==> src/rtl/gun_position_tracker_if.sv <==
// Joystick/vblank inputs and gun position outputs exchanged between the
// hps_io joystick glue (master) and the gun position tracker (slave).
interface gun_position_tracker_if #(
  parameter int POS_W = 6
);
  logic             vblank;
  logic             joy_left;
  logic             joy_right;
  logic             joy_up;
  logic             joy_down;
  logic             recenter;
  logic [POS_W-1:0] gun_x;
  logic [POS_W-1:0] gun_y;
  logic             gun_moving;

  modport master (
    output vblank, joy_left, joy_right, joy_up, joy_down, recenter,
    input  gun_x, gun_y, gun_moving
  );

  modport slave (
    input  vblank, joy_left, joy_right, joy_up, joy_down, recenter,
    output gun_x, gun_y, gun_moving
  );
endinterface

==> src/rtl/gun_position_tracker.sv <==
// Turns digital joystick directions into clamped absolute gun X/Y positions, stepped once per frame.
// Optional hold-to-accelerate is enabled by defining GUN_ACCEL_EN.
module gun_position_tracker #(
  parameter int POS_W       = 6,
  parameter int POS_MIN     = 0,
  parameter int POS_MAX     = 63,
  parameter int CENTER      = 32,
  parameter int STEP        = 1,
  parameter int STEP_MAX    = 4,
  parameter int ACCEL_DELAY = 8
) (
  input  logic                   clock_12,
  input  logic                   reset,
  gun_position_tracker_if.slave  gun_if
);

  typedef enum logic [1:0] {
    DIR_NONE = 2'd0,
    DIR_INC  = 2'd1,
    DIR_DEC  = 2'd2
  } dir_e;

  // Two guard bits keep underflow below zero and overflow above POS_MAX visible before clamping.
  localparam int EXT_W = POS_W + 2;
  localparam logic signed [EXT_W-1:0] MIN_S      = EXT_W'(POS_MIN);
  localparam logic signed [EXT_W-1:0] MAX_S      = EXT_W'(POS_MAX);
  localparam logic signed [EXT_W-1:0] STEP_S     = EXT_W'(STEP);
  localparam logic signed [EXT_W-1:0] STEP_MAX_S = EXT_W'(STEP_MAX);
  localparam logic [POS_W-1:0]        CENTER_P   = POS_W'(CENTER);

  logic             vblank_q;
  logic             tick;
  logic [POS_W-1:0] x_q, x_d;
  logic [POS_W-1:0] y_q, y_d;
  logic             moving_q, moving_d;
  dir_e             x_dir, y_dir;
  logic             x_accel, y_accel;

  function automatic dir_e axis_dir(logic inc, logic dec);
    if (inc && !dec) return DIR_INC;
    if (dec && !inc) return DIR_DEC;
    return DIR_NONE;
  endfunction

  function automatic logic [POS_W-1:0] axis_move(logic [POS_W-1:0] pos, dir_e dir, logic accel);
    logic signed [EXT_W-1:0] sum;
    logic signed [EXT_W-1:0] step;
    step = accel ? STEP_MAX_S : STEP_S;
    sum  = $signed({2'b00, pos});
    case (dir)
      DIR_INC: sum = sum + step;
      DIR_DEC: sum = sum - step;
      default: sum = sum;
    endcase
    if (sum < MIN_S) sum = MIN_S;
    if (sum > MAX_S) sum = MAX_S;
    return sum[POS_W-1:0];
  endfunction

  assign tick  = gun_if.vblank & ~vblank_q;
  assign x_dir = axis_dir(gun_if.joy_right, gun_if.joy_left);
  assign y_dir = axis_dir(gun_if.joy_down, gun_if.joy_up);

`ifdef GUN_ACCEL_EN
  localparam int              CNT_W   = $clog2(ACCEL_DELAY + 1);
  localparam logic [CNT_W-1:0] DELAY_C = CNT_W'(ACCEL_DELAY);

  logic [CNT_W-1:0] x_cnt_q, x_cnt_d, x_run;
  logic [CNT_W-1:0] y_cnt_q, y_cnt_d, y_run;
  dir_e             x_last_q, y_last_q;

  // A reversal or a release starts the run over, so the stored count only counts when the direction repeats.
  function automatic logic [CNT_W-1:0] run_so_far(dir_e dir, dir_e last, logic [CNT_W-1:0] cnt);
    return (dir != DIR_NONE && dir == last) ? cnt : '0;
  endfunction

  function automatic logic [CNT_W-1:0] run_next(dir_e dir, logic [CNT_W-1:0] run);
    if (dir == DIR_NONE) return '0;
    return (run == DELAY_C) ? run : run + 1'b1;
  endfunction

  always_comb begin
    x_run   = run_so_far(x_dir, x_last_q, x_cnt_q);
    y_run   = run_so_far(y_dir, y_last_q, y_cnt_q);
    x_accel = (x_run >= DELAY_C);
    y_accel = (y_run >= DELAY_C);
    x_cnt_d = run_next(x_dir, x_run);
    y_cnt_d = run_next(y_dir, y_run);
  end

  always_ff @(posedge clock_12 or posedge reset) begin
    if (reset) begin
      x_cnt_q  <= '0;
      y_cnt_q  <= '0;
      x_last_q <= DIR_NONE;
      y_last_q <= DIR_NONE;
    end else if (gun_if.recenter) begin
      x_cnt_q  <= '0;
      y_cnt_q  <= '0;
      x_last_q <= DIR_NONE;
      y_last_q <= DIR_NONE;
    end else if (tick) begin
      x_cnt_q  <= x_cnt_d;
      y_cnt_q  <= y_cnt_d;
      x_last_q <= x_dir;
      y_last_q <= y_dir;
    end
  end
`else
  assign x_accel = 1'b0;
  assign y_accel = 1'b0;
`endif

  always_comb begin
    // NOTE: defaults first so every path assigns each _d signal; otherwise a latch is inferred.
    x_d      = x_q;
    y_d      = y_q;
    moving_d = moving_q;
    if (gun_if.recenter) begin
      x_d      = CENTER_P;
      y_d      = CENTER_P;
      moving_d = 1'b0;
    end else if (tick) begin
      x_d      = axis_move(x_q, x_dir, x_accel);
      y_d      = axis_move(y_q, y_dir, y_accel);
      moving_d = (x_d != x_q) || (y_d != y_q);
    end
  end

  // vblank_q resets high so a vblank already high at reset release is not mistaken for a rising edge.
  always_ff @(posedge clock_12 or posedge reset) begin
    if (reset) begin
      vblank_q <= 1'b1;
      x_q      <= CENTER_P;
      y_q      <= CENTER_P;
      moving_q <= 1'b0;
    end else begin
      // NOTE: non-blocking for all registered state so reads in other blocks see pre-edge values.
      vblank_q <= gun_if.vblank;
      x_q      <= x_d;
      y_q      <= y_d;
      moving_q <= moving_d;
    end
  end

  assign gun_if.gun_x      = x_q;
  assign gun_if.gun_y      = y_q;
  assign gun_if.gun_moving = moving_q;

endmodule

==> src/flat_wrapper.sv <==
// flat-port wrapper written by rule: the top's interface ports become plain ports
module gun_position_tracker_flat 
#(
  parameter int POS_W       = 6,
  parameter int POS_MIN     = 0,
  parameter int POS_MAX     = 63,
  parameter int CENTER      = 32,
  parameter int STEP        = 1,
  parameter int STEP_MAX    = 4,
  parameter int ACCEL_DELAY = 8
)
  (clock_12, reset, gun_if_vblank, gun_if_joy_left, gun_if_joy_right, gun_if_joy_up, gun_if_joy_down, gun_if_recenter, gun_if_gun_x, gun_if_gun_y, gun_if_gun_moving);
  gun_position_tracker_if #(.POS_W(POS_W)) gun_if_i ();
  input  logic clock_12;
  input  logic reset;
  input wire logic [$bits(gun_if_i.vblank)-1:0] gun_if_vblank;
  input wire logic [$bits(gun_if_i.joy_left)-1:0] gun_if_joy_left;
  input wire logic [$bits(gun_if_i.joy_right)-1:0] gun_if_joy_right;
  input wire logic [$bits(gun_if_i.joy_up)-1:0] gun_if_joy_up;
  input wire logic [$bits(gun_if_i.joy_down)-1:0] gun_if_joy_down;
  input wire logic [$bits(gun_if_i.recenter)-1:0] gun_if_recenter;
  output wire logic [$bits(gun_if_i.gun_x)-1:0] gun_if_gun_x;
  output wire logic [$bits(gun_if_i.gun_y)-1:0] gun_if_gun_y;
  output wire logic [$bits(gun_if_i.gun_moving)-1:0] gun_if_gun_moving;
  assign gun_if_i.vblank = gun_if_vblank;
  assign gun_if_i.joy_left = gun_if_joy_left;
  assign gun_if_i.joy_right = gun_if_joy_right;
  assign gun_if_i.joy_up = gun_if_joy_up;
  assign gun_if_i.joy_down = gun_if_joy_down;
  assign gun_if_i.recenter = gun_if_recenter;
  assign gun_if_gun_x = gun_if_i.gun_x;
  assign gun_if_gun_y = gun_if_i.gun_y;
  assign gun_if_gun_moving = gun_if_i.gun_moving;
  gun_position_tracker #(.POS_W(POS_W), .POS_MIN(POS_MIN), .POS_MAX(POS_MAX), .CENTER(CENTER), .STEP(STEP), .STEP_MAX(STEP_MAX), .ACCEL_DELAY(ACCEL_DELAY)) u_core (.clock_12(clock_12), .reset(reset), .gun_if(gun_if_i));
endmodule
==> config.mk <==
export PLATFORM = sky130hd
export DESIGN_NAME = gun_position_tracker_flat
export DESIGN_NICKNAME = d
export VERILOG_FILES = /design/src/rtl/gun_position_tracker_if.sv /design/src/rtl/gun_position_tracker.sv /design/src/flat_wrapper.sv
export SDC_FILE = /design/constraint.sdc
export NUM_CORES = 1
export LEC_CHECK = 0
export BUFFER_PORTS_ARGS = -buffer_cell sky130_fd_sc_hd__buf_2
export CAP_MARGIN = 25
export CORE_MARGIN = 2
export CORE_UTILIZATION = 50
export CTS_CLUSTER_DIAMETER = 80
export DETAILED_ROUTE_END_ITERATION = 12
export PLACE_DENSITY = 0.75
export SLEW_MARGIN = 30
export SYNTH_ARGS = -nofsm -noshare
export SYNTH_HDL_FRONTEND = slang
export SYNTH_SLANG_ARGS = --single-unit
==> constraint.sdc <==
create_clock -name clock_12 -period 3.6 [get_ports clock_12]
set_input_delay 0.36 -clock clock_12 [delete_from_list [all_inputs] [get_ports clock_12]]
set_output_delay 0.36 -clock clock_12 [all_outputs]
set_load 0.005 [all_outputs]
# After elaboration in Yosys (flattened, before gate mapping)
# Cells that the tools add are included.
[word_totals]
in_bits = 8
wordCells = 68
output_inout_bits = 13
register_bits = 14
[op_classes]
n_reduce_logical = 10
n_lt_le_gt_ge = 4
addsub = 4
eq_ne = 6
muxes = 38
n_bitwise = 2
[ops]
columns = ["op", "count"]
rows = [
  ["$mux 8", 10],
  ["$mux 6", 10],
  ["$pmux 8 s2", 2],
  ["$gt 8x7->1 const B", 2],
  ["$lt 8x1->1 const B", 2],
  ["$mux 2", 8],
  ["$add 6x1->7 const B", 2],
  ["$sub 6x1->7 const B", 2],
  ["$ne 6x6->1", 2],
  ["$mux 1", 8],
  ["$eq 2x1->1 const B", 2],
  ["$eq 2x2->1 const B", 2],
  ["$logic_and 1x1->1", 4],
  ["$logic_not 1->1", 4],
  ["$reduce_bool 2->1", 1],
  ["$and 1x1->1", 1],
  ["$logic_or 1x1->1", 1],
  ["$not 1->1", 1],
]

# Depth between registers and ports, before layout
[logic_depth]
depth_word = 22
mapped_depth = 10
mapped_depth_nobuf = 8

# Worst setup path after synthesis
# OpenSTA, ideal clock, no wires.
[synth_path]
path_kind = "register to register"
start = "reg u_core.x_q[0] (netlist: u_core.gun_if.gun_x[0])"
end = "reg u_core.moving_q (netlist: u_core.gun_if.gun_moving)"
required_time_ps = 3501
slack_ps = 1552
setup_ps = 99
stages_incl_launch_ff = 10
arrival_time_ps = 1949
path_buffers = 1
period_less_slack_ps = 2048
path_cell_list = "dfrtp_1 -> inv_1 -> ha_1 -> nor4bb_1 -> and2_1 -> buf_6 -> or3_1 -> a21oi_1 -> nor4_2 -> a311oi_1"
[synth_between]
elab_chain_len = 16
elab_cells_between_ends = 17
cone_classes = "2 x add/sub; 2 x order compare; 1 x eq/ne; 11 x mux; 1 x reduce/logical"
[synth_rtl]
columns = ["item", "line", "source"]
rows = [
  ["from (decl)", "gun_position_tracker.sv:33", "logic [POS_W-1:0] x_q, x_d;"],
  ["from (signal assigned)", "gun_position_tracker.sv:134", "x_q <= CENTER_P;"],
  ["from (signal assigned)", "gun_position_tracker.sv:140", "x_q <= x_d;"],
  ["$sub 6x1->7 or $add 6x1->7 (tied branches)", "gun_position_tracker.sv:52, gun_position_tracker.sv:51", ""],
  ["$pmux 8 s2", "gun_position_tracker.sv:50", "case (dir)"],
  ["$mux 8", "gun_position_tracker.sv:123", "end else if (tick) begin"],
  ["$mux 8", "gun_position_tracker.sv:119", "if (gun_if.recenter) begin"],
  ["$lt 8x1->1", "gun_position_tracker.sv:55", "if (sum < MIN_S) sum = MIN_S;"],
  ["$mux 8", "gun_position_tracker.sv:55", ""],
  ["$mux 8", "gun_position_tracker.sv:123", ""],
  ["$mux 8", "gun_position_tracker.sv:119", ""],
  ["$gt 8x7->1", "gun_position_tracker.sv:56", "if (sum > MAX_S) sum = MAX_S;"],
  ["$mux 6", "gun_position_tracker.sv:56", ""],
  ["$mux 6", "gun_position_tracker.sv:123", ""],
  ["$mux 6", "gun_position_tracker.sv:119", ""],
  ["$ne 6x6->1 (*)", "gun_position_tracker.sv:126", "moving_d = (x_d != x_q) || (y_d != y_q);"],
  ["$logic_or 1x1->1 (*)", "gun_position_tracker.sv:126", ""],
  ["$mux 1 (*)", "gun_position_tracker.sv:123", ""],
  ["$mux 1 (*)", "gun_position_tracker.sv:119", ""],
  ["to (signal assigned)", "gun_position_tracker.sv:142", "moving_q <= moving_d;"],
  ["to (decl)", "gun_position_tracker.sv:35", "logic moving_q, moving_d;"],
]
# Mark *: on every way between the ends. The rest lies on a longest branch, timed or not. The select of a mux whose other input is x is not followed.
# A chain may end at the register's enable or synchronous reset.

# Worst setup path in the final report
# Ends and elaborated chain as after synthesis.

==> impl_metrics.toml <==
[power]
p_switching_uw = 144
power_uw = 409
power_frac_seq = 0.449
p_leak_nw = 0.710
intPower_uw = 265
power_frac_clock = 0.216
power.density_mw_per_mm2 = 246
peakVddDrop_mv = 0.218
swShare = 0.351
p_comb_frac = 0.335

[detailed_routing]
vias = 1611
drt_iter0_drc = 122
routedWlPerCell_um = 14.9
viasPerCell = 6.13
first_pass_iters = 4
wl_um = 3920
ant_nets = 0
drc = 0

[logic_synthesis]
syn-cell-area_mm2 = 0.00157
synth_area_leaders = "dfrtp_1 (18%), a21oi_1 (6.7%), ha_1 (6.4%)"
synthFlopType = "dfrtp_1"
synth_seq_area_share = 0.226
netlist.area_leader.share = 0.176
syn_inst = 211
yosys_warnings = 0
synth.avg_cell_area_um2 = 7.42
async_reset_ff_frac = 1.00
synth.net_count = 227
synth_area_leader_cell = "dfrtp_1"
synth.most_common_cell = "a21oi_1"
synth_seq_cells = 14
synth_cell_types = 58
synth_edf_count = 0
synthTopCellsByCount = "a21oi_1 (21), nor2_1 (19), inv_1 (17)"

[clocking]
clock-root-buffer = "clkbuf_4"
post_cts_resized = 0
cts_tree = "done"
cts_buffers = 3
insertion_delay_ns = 0.28
postCtsSetupBuffers = 0
path_clk_slew_ns = 0.07
htreeDepth = 1
cts_sinks = 14
clock_path_buffers = 2
postCtsHoldBufs = 0

[final_layout]
fin_nets = 236
synthToLayoutAreaGrowth_pct = 6.39
fillers = 283
drive_gt1_frac = 0.155
seqCellArea_um2 = 354
multi_input_area_mm2 = 0.00107
final_core_util = 0.550
diodes = 0

[critical_path]
start_kind = "register"
cp-startpoint = "u_core.gun_if.gun_x[0]$_DFFE_PP0P_"
ff2ff_setup_slack_ns = 1.13
crit_path_end = "u_core.gun_if.gun_moving$_DFFE_PP0P_"
worstPathArrival_ns = 2.62
reg2reg_depth = 8
rr_endpoint = "u_core.gun_if.gun_moving$_DFFE_PP0P_"
cp-end-kind = "register"
critPathRequiredTime_ns = 3.75
r2r-start = "u_core.gun_if.gun_x[0]$_DFFE_PP0P_"
path_class = "reg2reg"
critPathMaxFanout = 10

[timing]
tightest_slew_ns = 0.542
drv_slew = 0
period_share = 0.686
setup_viol = 0
fin_tns_setup_ns = 0
hold_viol_final = 0
clock_skew_ns = 0.00322
slew_headroom = 0.638
grt_setup_unrepaired = "false"
fmax_mhz = 405
finalCriticalPeriod_ns = 2.47

[placed_design]
dp_hpwl_um = 2870
gp_congestion = 1.02
port_buffers = 20

[global_route]
grt_usage = 0.241
overflow = 0
antenna_found_initial = 0
grt_pass1_vias = 1434
grt_max_degree = 17
grt_pass1_wl_um = 6710

[floorplanning]
die_x_um = 60.0
core_mm2 = 0.00303
die_h_um = 60.0
start_util = 0.517
die_area_mm2 = 0.00360
ios = 21
rows = 20

[run]
max_cap_violations = 0

[run_status]
status = "completed"

[min_path]
hold_class = "in2async"
## worst min path at each step
| stage | startpoint | endpoint | slack (ns) | cells after the start |
|---|---|---|---|---|
| 2_1_floorplan | reset | u_core.gun_if.gun_moving$_DFFE_PP0P_ | 0.25 | 1 |
| 3_3_place_gp | reset | u_core.gun_if.gun_x[2]$_DFFE_PP0P_ | 0.40 | 2 |
| 3_5_place_dp | reset | u_core.gun_if.gun_x[2]$_DFFE_PP0P_ | 0.41 | 2 |
| 4_1_cts | reset | u_core.gun_if.gun_moving$_DFFE_PP0P_ | 0.1 | 2 |
| 5_1_grt | reset | u_core.gun_if.gun_moving$_DFFE_PP0P_ | 0.12 | 2 |
| 6_report | reset | u_core.gun_if.gun_moving$_DFFE_PP0P_ | 0.09 | 2 |
## layout make-up
| class | count | share of cell area |
|---|---|---|
| Sequential cell | 14 | 0.212 |
| Multi-Input combinational cell | 164 | 0.640 |
| Timing Repair Buffer | 20 | 0.0601 |
| Inverter | 17 | 0.0383 |
| Clock buffer | 4 | 0.0158 |
| Tap cell | 44 | 0.0330 |
## placed cells by master, fill, tap and decap left out, types with 5 or more instances in the layout
cell type  Yosys  final
o21ai_0       12     12
inv_1         17     17
nor2_1        19     19
dfrtp_1       11     11
nand2_1       16     16
a21oi_1       21     21
buf_2          5     20
o211ai_1       5      5
ha_1           8      8
nand3_1        5      5
nor3_1         8      8
## per-stage QoR
step           hold slack [ns]  instance area, um2  instances  setup slack, ns
6_report                0.0895                1670        263             1.13
2_1_floorplan            0.247                1570        211             1.55
5_1_grt                  0.120                1670        263            0.953
4_1_cts                 0.0997                1670        263             1.18
3_5_place_dp             0.406                1640        259             1.15
3_3_place_gp             0.403                1640        259             1.12
## critical path, cell delays in order, from the launching register on
cell and delay (ns):
dfrtp_1 0.50, inv_1 0.10, ha_1 0.20, nor4bb_1 0.36, and2_1 0.38, nor4_1 0.13
nor4_1 0.34, o2111a_1 0.24, a311oi_1 0.09
## registers in the layout, summed over array words and instances, names as in the netlist
signal / cells
u_core.gun_if.gun_x: 6
u_core.gun_if.gun_y: 6
u_core.gun_if.gun_moving: 1
u_core.vblank_q: 1
## power by group through the flow
stage / clock network (mW) / registers (mW) / logic (mW)
after floorplan: 0 / 0.175 / 0.112
after global placement: 0 / 0.186 / 0.135
after detailed placement: 0 / 0.186 / 0.134
after CTS: 0.0927 / 0.183 / 0.135
after global routing: 0.0970 / 0.185 / 0.154
final: 0.0884 / 0.184 / 0.137
## routing by layer
metal,vias to the layer above,global-route usage,part of all wire
li1,798,-,-
met2,86,0.343,0.42
met3,7,0.0216,0.079
met5,-,0,0
met4,0,0.0984,0.017
met1,720,0.368,0.48
## cells by family after synthesis
logic type,after synthesis,share of synthesized area
AND/OR/NAND/NOR,80,0.279
multiplexers,2,0.0136
adder cells (fa/ha/maj),8,0.0639
XOR/XNOR,3,0.0168
buffers and inverters,33,0.0926
flip-flops,14,0.226
AO/OA/AOI/OAI,71,0.308
No activity file was read; power rests on OpenSTA's default activity.
